[src/rtl/alu_share_arbiter_pkg.sv]
// Shared types for the ALU sharing arbiter: ALU op codes and arbiter FSM states.
package alu_pkg;

    // Raw 3-bit ALU op code; unsupported codes pass through untouched.
    typedef logic [2:0] alucontrol_t;

    localparam alucontrol_t ALU_AND = 3'b000;
    localparam alucontrol_t ALU_OR  = 3'b001;
    localparam alucontrol_t ALU_ADD = 3'b010;
    localparam alucontrol_t ALU_SUB = 3'b110;
    localparam alucontrol_t ALU_SLT = 3'b111;

    typedef enum logic [1:0] {
        IDLE = 2'd0,
        EXEC = 2'd1,
        RESP = 2'd2
    } arb_state_t;

endpackage

[src/rtl/alu_share_arbiter_rr_grant.sv]
// Combinational round-robin picker: first asserted request at or after rr_ptr,
// wrapping around past the top index.
module rr_grant #(
    parameter int N_REQ = 2,
    parameter int ID_W  = 1
) (
    input  logic [N_REQ-1:0] req,
    input  logic [ID_W-1:0]  rr_ptr,
    output logic [N_REQ-1:0] grant,
    output logic [ID_W-1:0]  grant_idx,
    output logic             any_req
);

    // Requester index visited at each search offset, (rr_ptr + offset) mod N_REQ.
    logic [ID_W:0]   sum_w [N_REQ];
    logic [ID_W-1:0] idx_w [N_REQ];

    generate
        for (genvar gi = 0; gi < N_REQ; gi++) begin : g_order
            assign sum_w[gi] = {1'b0, rr_ptr} + (ID_W+1)'(gi);
            assign idx_w[gi] = (sum_w[gi] >= (ID_W+1)'(N_REQ))
                             ? ID_W'(sum_w[gi] - (ID_W+1)'(N_REQ))
                             : sum_w[gi][ID_W-1:0];
        end
    endgenerate

    // Walk the rotated order and stop at the first asserted request.
    always_comb begin
        any_req   = 1'b0;
        grant_idx = '0;
        for (int i = 0; i < N_REQ; i++) begin
            if (!any_req && req[idx_w[i]]) begin
                any_req   = 1'b1;
                grant_idx = idx_w[i];
            end
        end
    end

    // One-hot form of the chosen index.
    always_comb begin
        grant = '0;
        if (any_req) begin
            grant[grant_idx] = 1'b1;
        end
    end

endmodule

[src/rtl/alu_share_arbiter.sv]
// Shares one external combinational ALU between N_REQ requesters. One operation
// in flight: grant (IDLE) -> drive ALU (EXEC) -> hold response until taken (RESP).
module alu_share_arbiter
    import alu_pkg::*;
#(
    parameter int N_REQ  = 2,
    parameter int DATA_W = 32,
    parameter int ID_W   = (N_REQ > 1) ? $clog2(N_REQ) : 1
) (
    input  logic                          clk,
    input  logic                          reset_n,
    input  logic [N_REQ-1:0]              req_valid,
    output logic [N_REQ-1:0]              req_ready,
    input  logic [N_REQ-1:0][DATA_W-1:0]  req_operand1,
    input  logic [N_REQ-1:0][DATA_W-1:0]  req_operand2,
    input  logic [N_REQ-1:0][2:0]         req_alucontrol,
    output logic [N_REQ-1:0]              rsp_valid,
    input  logic [N_REQ-1:0]              rsp_ready,
    output logic [DATA_W-1:0]             rsp_result,
    output logic                          rsp_zero,
    output logic [DATA_W-1:0]             alu_operand1,
    output logic [DATA_W-1:0]             alu_operand2,
    output logic [2:0]                    alu_alucontrol,
    input  logic [DATA_W-1:0]             alu_result,
    input  logic                          alu_zero,
    output logic                          busy
);

    arb_state_t        state_reg;
    logic [ID_W-1:0]   rr_ptr_reg;
    logic [ID_W-1:0]   id_reg;
    logic [DATA_W-1:0] op1_reg;
    logic [DATA_W-1:0] op2_reg;
    alucontrol_t       ctl_reg;
    logic [DATA_W-1:0] result_reg;
    logic              zero_reg;

    logic [N_REQ-1:0]  grant_w;
    logic [ID_W-1:0]   grant_idx_w;
    logic              any_w;
    logic [ID_W-1:0]   rr_ptr_next;
    logic              rsp_accept_w;

    rr_grant #(
        .N_REQ (N_REQ),
        .ID_W  (ID_W)
    ) u_rr_grant (
        .req       (req_valid),
        .rr_ptr    (rr_ptr_reg),
        .grant     (grant_w),
        .grant_idx (grant_idx_w),
        .any_req   (any_w)
    );

    // The winner gets the lowest priority on the next search.
    assign rr_ptr_next = (grant_idx_w == ID_W'(N_REQ - 1)) ? '0 : grant_idx_w + ID_W'(1);

    // Only the owner's rsp_ready can complete the response.
    assign rsp_accept_w = rsp_ready[id_reg];

    // Requests are only accepted in IDLE and never while reset is held.
    assign req_ready = (reset_n && (state_reg == IDLE)) ? grant_w : '0;

    generate
        for (genvar gi = 0; gi < N_REQ; gi++) begin : g_rsp_valid
            assign rsp_valid[gi] = (state_reg == RESP) && (id_reg == ID_W'(gi));
        end
    endgenerate

    assign busy           = (state_reg != IDLE);
    assign rsp_result     = result_reg;
    assign rsp_zero       = zero_reg;
    assign alu_operand1   = op1_reg;
    assign alu_operand2   = op2_reg;
    assign alu_alucontrol = ctl_reg;

    // Arbitration FSM: latch winner's operands, capture ALU output, hold response.
    always_ff @(posedge clk) begin
        if (!reset_n) begin
            state_reg  <= IDLE;
            rr_ptr_reg <= '0;
            id_reg     <= '0;
            op1_reg    <= '0;
            op2_reg    <= '0;
            ctl_reg    <= '0;
            result_reg <= '0;
            zero_reg   <= 1'b0;
        end else begin
            case (state_reg)
                IDLE: begin
                    if (any_w) begin
                        id_reg     <= grant_idx_w;
                        op1_reg    <= req_operand1[grant_idx_w];
                        op2_reg    <= req_operand2[grant_idx_w];
                        ctl_reg    <= req_alucontrol[grant_idx_w];
                        rr_ptr_reg <= rr_ptr_next;
                        state_reg  <= EXEC;
                    end
                end
                EXEC: begin
                    result_reg <= alu_result;
                    zero_reg   <= alu_zero;
                    state_reg  <= RESP;
                end
                RESP: begin
                    if (rsp_accept_w) begin
                        state_reg <= IDLE;
                    end
                end
                default: state_reg <= IDLE;
            endcase
        end
    end

endmodule

[config.mk]
export PLATFORM = sky130hd
export DESIGN_NAME = alu_share_arbiter
export DESIGN_NICKNAME = d
export VERILOG_FILES = /design/src/rtl/alu_share_arbiter_pkg.sv /design/src/rtl/alu_share_arbiter_rr_grant.sv /design/src/rtl/alu_share_arbiter.sv
export SDC_FILE = /design/constraint.sdc
export NUM_CORES = 1
export LEC_CHECK = 0
export CORE_ASPECT_RATIO = 1.25
export CORE_MARGIN = 1
export CORE_UTILIZATION = 25
export CTS_BUF_LIST = sky130_fd_sc_hd__clkbuf_4 sky130_fd_sc_hd__clkbuf_8 sky130_fd_sc_hd__clkbuf_16
export DETAILED_ROUTE_END_ITERATION = 7
export PLACE_DENSITY_LB_ADDON = 0.3
export SETUP_SLACK_MARGIN = 0.05
export SLEW_MARGIN = 20
export SYNTH_ARGS = -nofsm -noshare
export SYNTH_HDL_FRONTEND = slang
export SYNTH_SLANG_ARGS = --single-unit
[constraint.sdc]
create_clock -name clk -period 1.8 [get_ports clk]
set_input_delay 0.18 -clock clk [delete_from_list [all_inputs] [get_ports clk]]
set_output_delay 0.18 -clock clk [all_outputs]
set_load 0.02 [all_outputs]
==> results.txt, run 1 <==
First-pass DRT Iterations: 5
Ys async rst share: 0%
Final instance area: 7520 um^2
Hold buffer count at cts: 0
Tmin final: 1.69 ns
Die width: 118 um
Port bufs: 277
Vias in the first global route: 4500
Synth Register Bits: 104
DRT iter0 DRCs: 186
Post-synthesis adder-cell area fraction: 0%
Area leader, netlist: dfxtp_1
Routed wl met3: 1150 um
WL/cell: 15.6 um
Placeable Area: 16300 um^2
Max_slew headroom: 57.1%
Count leader, synth: nand2_1
Pwr/cell area: 829 nW/um^2
Via count of the routed design: 4545
Max_cap viols: 0
Fin cells: 949
VDD IR-drop max: 0.000514 V
DR WL met2: 7430 um
Post-DR vias/cell: 4.79
Syn Std Cell Area: 4180 um^2
Layout area overhead: 79.8%
Vert. Die Dim: 147 um
CTS buffer count: 9
Largest net degree at the start of global routing: 69
Final core occ: 46.2%
Syn Area/Cell: 8.86 um^2
Final-report max-slew violation count: 0
Count of final setup violators: 0
Clk pin slew, worst setup/hold paths: 0.07 ns
Synth Area in Compound Gates: 23.2%
Pre-CTS setup slack: -0.474 ns
DRT Wirelength: 14800 um
Share of cells above drive strength 1: 6.01%
Fillers: 1532
First-pass GRT wire length: 23300 um
Fin crit share: 93.7%
Routability Congestion: 0.754
Synth Instances: 472
Row cnt: 52
Synth top area share: 49.8%
Worst-path fanout max: 4
Fmax achieved: 0.593 GHz
Unrepaired setup endpoints after global routing: false
Synthesized Nets: 645
Starting Density: 25.7%
Worst Setup Path Type: flip-flop to output port
H-tree Lvls: 3
Clk sinks: 104
Remaining DRCs: 0
Most common flop cell mapped by yosys: dfxtp_1
Setup crit start kind: flip-flop
Synth warn: 0
Placed cells: 930
CTS root buffer: clkbuf_16
Sequential element share of the synthesized area: 49.8%
Hold Vio Cnt, Final: 0
DP Wirelength: 10600 um
CTS tree: done
WP data required: 1.62 ns
DR top layer: met4
Antenna violations before repair: 1
Maximum buffer depth of the clock tree: 2
GRT Overall Usage: 16.8%
Post-synth EDFFs: 0
Hold path start: req_valid[1]
WP data arrival: 1.51 ns
Final Power: 0.00623 W
Top Ports: 278
Final WS setup: 0.113 ns
Largest family of logic cells by synthesized area: compound AO/OA/AOI/OAI gates
Die area: 17200 um^2
XOR/XNOR share of the synthesized area: 0%
Clk_lat worst skew: 0.34 ns
Skew final: 0.0122 ns
RR Startpoint: state_reg[1]
Synth Area in Simple Gates: 21.7%
Leak pwr: 2.80 nW
R2R cell count: 5
Yosys cell types: 21
Run status: finished clean
Hold path depth: 3
Layout Nets: 901
Actual slew at the worst max-slew pin: 0.643 ns
Critical Path Source: state_reg[1]
Synth area leaders: dfxtp_1 50%, a221o_1 16%, nand2_1 12%, nor3_1 8.0%, a21boi_0 6.1%
Routed Antenna Nets: 0
Commonest cells post-synth: 133 x nand2_1, 104 x dfxtp_1, 67 x a221o_1, 67 x nor3_1, 39 x clkbuf_1
Fraction of synthesized area in multiplexers: 0.239%
Hold Path Class: input pin to flip-flop
Grt ovf: 0
M1 WL: 5930 um
Placed cell areas: 7160 um^2
CP endpoint kind: output port
## cells by family (layout without fill, tap and decap cells)
group | Yosys count | count (layout)
simple gates | 211 | 211
buf+inv | 51 | 311
mux | 1 | 1
flops | 104 | 104
compound gates | 105 | 105
other cells | 0 | 1
## layout make-up
type / count / area, um^2 / area share (%)
multi-input combinational: 317 / 1900 / 25.3
sequential: 104 / 2090 / 27.8
clock inverter: 6 / 43.8 / 0.583
tap: 216 / 270 / 3.60
inverter: 1 / 3.75 / 0.0499
clock buffer: 9 / 225 / 3.00
timing repair buffer: 295 / 2980 / 39.7
antenna: 1 / 2.50 / 0.0333
## metrics by stage
step	setup TNS, ns	hold WS (ns)
4_1_cts	-0.000194	0.184
3_3_place_gp	-29.05	0.448
5_1_grt	0	0.202
6_report	0	0.192
2_1_floorplan	0	0.306
3_5_place_dp	-28.78	0.457
## timing repair
item | 4_1_cts | 5_1_grt
buffers inserted | 0 | 2
setup endpoints to repair | 73 | 53
gates resized for setup | 23 | 2
pin swaps | 1 | 2
cloned | 1 | 0
## critical path: stages (launching register included)
cell	delay, ns
dfxtp_4	0.35
or3b_4	0.41
a211oi_4	0.25
buf_6	0.17
## path summary, 6_finish.rpt
check                                    endpoint  slack [ns]
worst min-delay path                 state_reg[0]        0.19
worst min register to register     rsp_result[19]        0.46
worst max register to register  alu_alucontrol[2]        0.14
worst max-delay path                 req_ready[0]        0.11
## where the power goes
part | switching, W | internal, W | total, W
logic | 0.000806 | 0.000960 | 0.00177
registers | 0.000134 | 0.00252 | 0.00266
clock network | 0.000868 | 0.000941 | 0.00181
total | 0.00181 | 0.00443 | 0.00623
## routing by layer
layer	GRT usage [%]	up-vias
li1	-	2211
met1	19.3	2072
met2	30.1	243
met3	4.26	19
met4	5.83	0
met5	0	-
## cell usage in the layout, fill, tap and decap left out, types with 3 or more instances in the layout
cell,count
a21boi_0,34
a221o_1,67
buf_12,4
buf_4,12
buf_6,3
clkbuf_16,9
clkdlybuf4s50_1,271
dfxtp_1,103
dlygate4sd2_1,3
inv_6,3
nand2_1,133
nor3_1,67
Note: power is estimated with default switching activity, not from simulation.
==> inputs of run 2 (changes only) <==
- TNS_END_PERCENT: default -> 10
==> run 2 against run 1 <==
Wire length down 0.38%. Utilization down 0.29 points. Sequential power about the same. Die area unchanged. Clock power up 7%. First-iteration DRC count up 16%. Count of clock-buffer cells in the layout unchanged. Clock skew down 0.0045 ns. Largest power group unchanged. Highest routed layer is now met5.
==> results.txt, run 2 (synthesis gave the netlist of run 1 again) <==
VDD IR-drop max: 0.000381 V
Setup TNS: 0 ns
CTS root buffer: clkbuf_16
Clk pin slew, worst setup/hold paths: 0.07 ns
Setup crit start kind: flip-flop
WP data required: 1.62 ns
WP data arrival: 1.55 ns
DP Wirelength: 10800 um
CTS buffer count: 9
Final-report max-slew violation count: 0
WHS: 0.185 ns
Routed Antenna Nets: 0
First-pass DRT Iterations: 5
Max stage delay cell, worst path: or3b_4
Max_cap viols: 0
CP endpoint kind: output port
Worst-path fanout max: 4
H-tree Lvls: 3
WL/cell: 15.6 um
Count of final setup violators: 0
Port bufs: 277
Die area: 17200 um^2
Hold Vio Cnt, Final: 0
Most frequent cells in the layout: 271 x clkdlybuf4s50_1, 133 x nand2_1, 104 x dfxtp_1
Largest delay share family, worst path: simple AND/OR/NAND/NOR gates
Routability Congestion: 0.788
Largest net degree at the start of global routing: 69
Layout Nets: 898
Placed cell areas: 7160 um^2
Worst Setup Path Type: flip-flop to output port
First-pass GRT wire length: 23200 um
Slowest stage delay, CP: 0.43 ns
Pre-CTS setup slack: -0.595 ns
GRT Overall Usage: 16.7%
Die width: 118 um
CP Buf/Inv Count: 1
Post-DR vias/cell: 4.79
Fin crit share: 95.9%
Final core occ: 45.9%
Max_slew headroom: 65.5%
Hold buffer count at cts: 0
Row cnt: 52
Fmax achieved: 0.579 GHz
CP Cell Sequence: or3b_4, a211oi_4, buf_4
Via count of the routed design: 4532
Actual slew at the worst max-slew pin: 0.518 ns
Maximum buffer depth of the clock tree: 2
CTS tree: done
Ant diodes: 0
Most common cell after layout, fill and taps aside: clkdlybuf4s50_1
Leak pwr: 2.78 nW
Clk_lat worst skew: 0.35 ns
Unrepaired setup endpoints after global routing: true
Hold Path Class: input pin to flip-flop
Final instance area: 7470 um^2
Grt ovf: 0
Remaining DRCs: 0
Fillers: 1558
Vias in the first global route: 4628
Top Ports: 278
Pwr/cell area: 848 nW/um^2
Final WS setup: 0.0742 ns
Share of cells above drive strength 1: 5.62%
Antenna violations before repair: 1
Placeable Area: 16300 um^2
DRT Wirelength: 14700 um
Run status: finished clean
Tmin final: 1.73 ns
DRT iter0 DRCs: 215
Vert. Die Dim: 147 um
Clk sinks: 104
Starting Density: 25.7%
Skew final: 0.00767 ns
Layout area overhead: 78.7%
==> run 2: path summary, 6_finish.rpt <==
| kind | end | cells past startpoint | slack (ns) | start |
|---|---|---|---|---|
| max reg2reg | alu_operand1[17] | 5 | 0.15 | state_reg[1] |
| min reg2reg | rsp_result[19] | 2 | 0.46 | rsp_result[19] |
| max | req_ready[0] | 3 | 0.07 | state_reg[1] |
| min | state_reg[0] | 3 | 0.18 | req_valid[1] |
==> run 2: through the flow <==
| stage | power [W] | cells |
|---|---|---|
| 2_1_floorplan | 0.00346 | 472 |
| 6_report | 0.00633 | 946 |
| 3_5_place_dp | 0.00445 | 930 |
| 3_3_place_gp | 0.00442 | 930 |
| 4_1_cts | 0.00640 | 946 |
| 5_1_grt | 0.00661 | 946 |
==> run 2: layout make-up <==
cell class                      instances  area (um^2)  area share, %
Inverter                                1         3.75         0.0503
Timing Repair Buffer                  292         2910           39.0
Clock inverter                          7         73.8          0.988
Tap cell                              216          270           3.62
Sequential cell                       104         2080           27.9
Multi-Input combinational cell        317         1900           25.5
Clock buffer                            9          225           3.02
==> run 2: worst min-delay path, delay by kind of cell <==
family,cells,cell delay [ns]
buffers and inverters,1,0.16
and+or+nand+nor,2,0.15
==> run 2: what timing repair did <==
item,in CTS,in global routing
gates resized for setup,16,1
setup endpoints to repair,73,60
setup buffers,0,0
==> run 2: report_power, final <==
group	switching (W)	internal [W]	leakage (nW)	total, W
sequential	0.000133	0.00252	0.855	0.00266
clock	0.000955	0.000983	0.147	0.00194
combinational	0.000804	0.000935	1.78	0.00174
==> run 2: layer usage <==
layer / routed length, um / GRT usage, % / vias up
met5: 14 / 0 / -
met4: 442 / 8.08 / 2
met3: 896 / 3.91 / 30
met2: 7340 / 30.1 / 198
met1: 6040 / 18.4 / 2101
li1: - / - / 2201
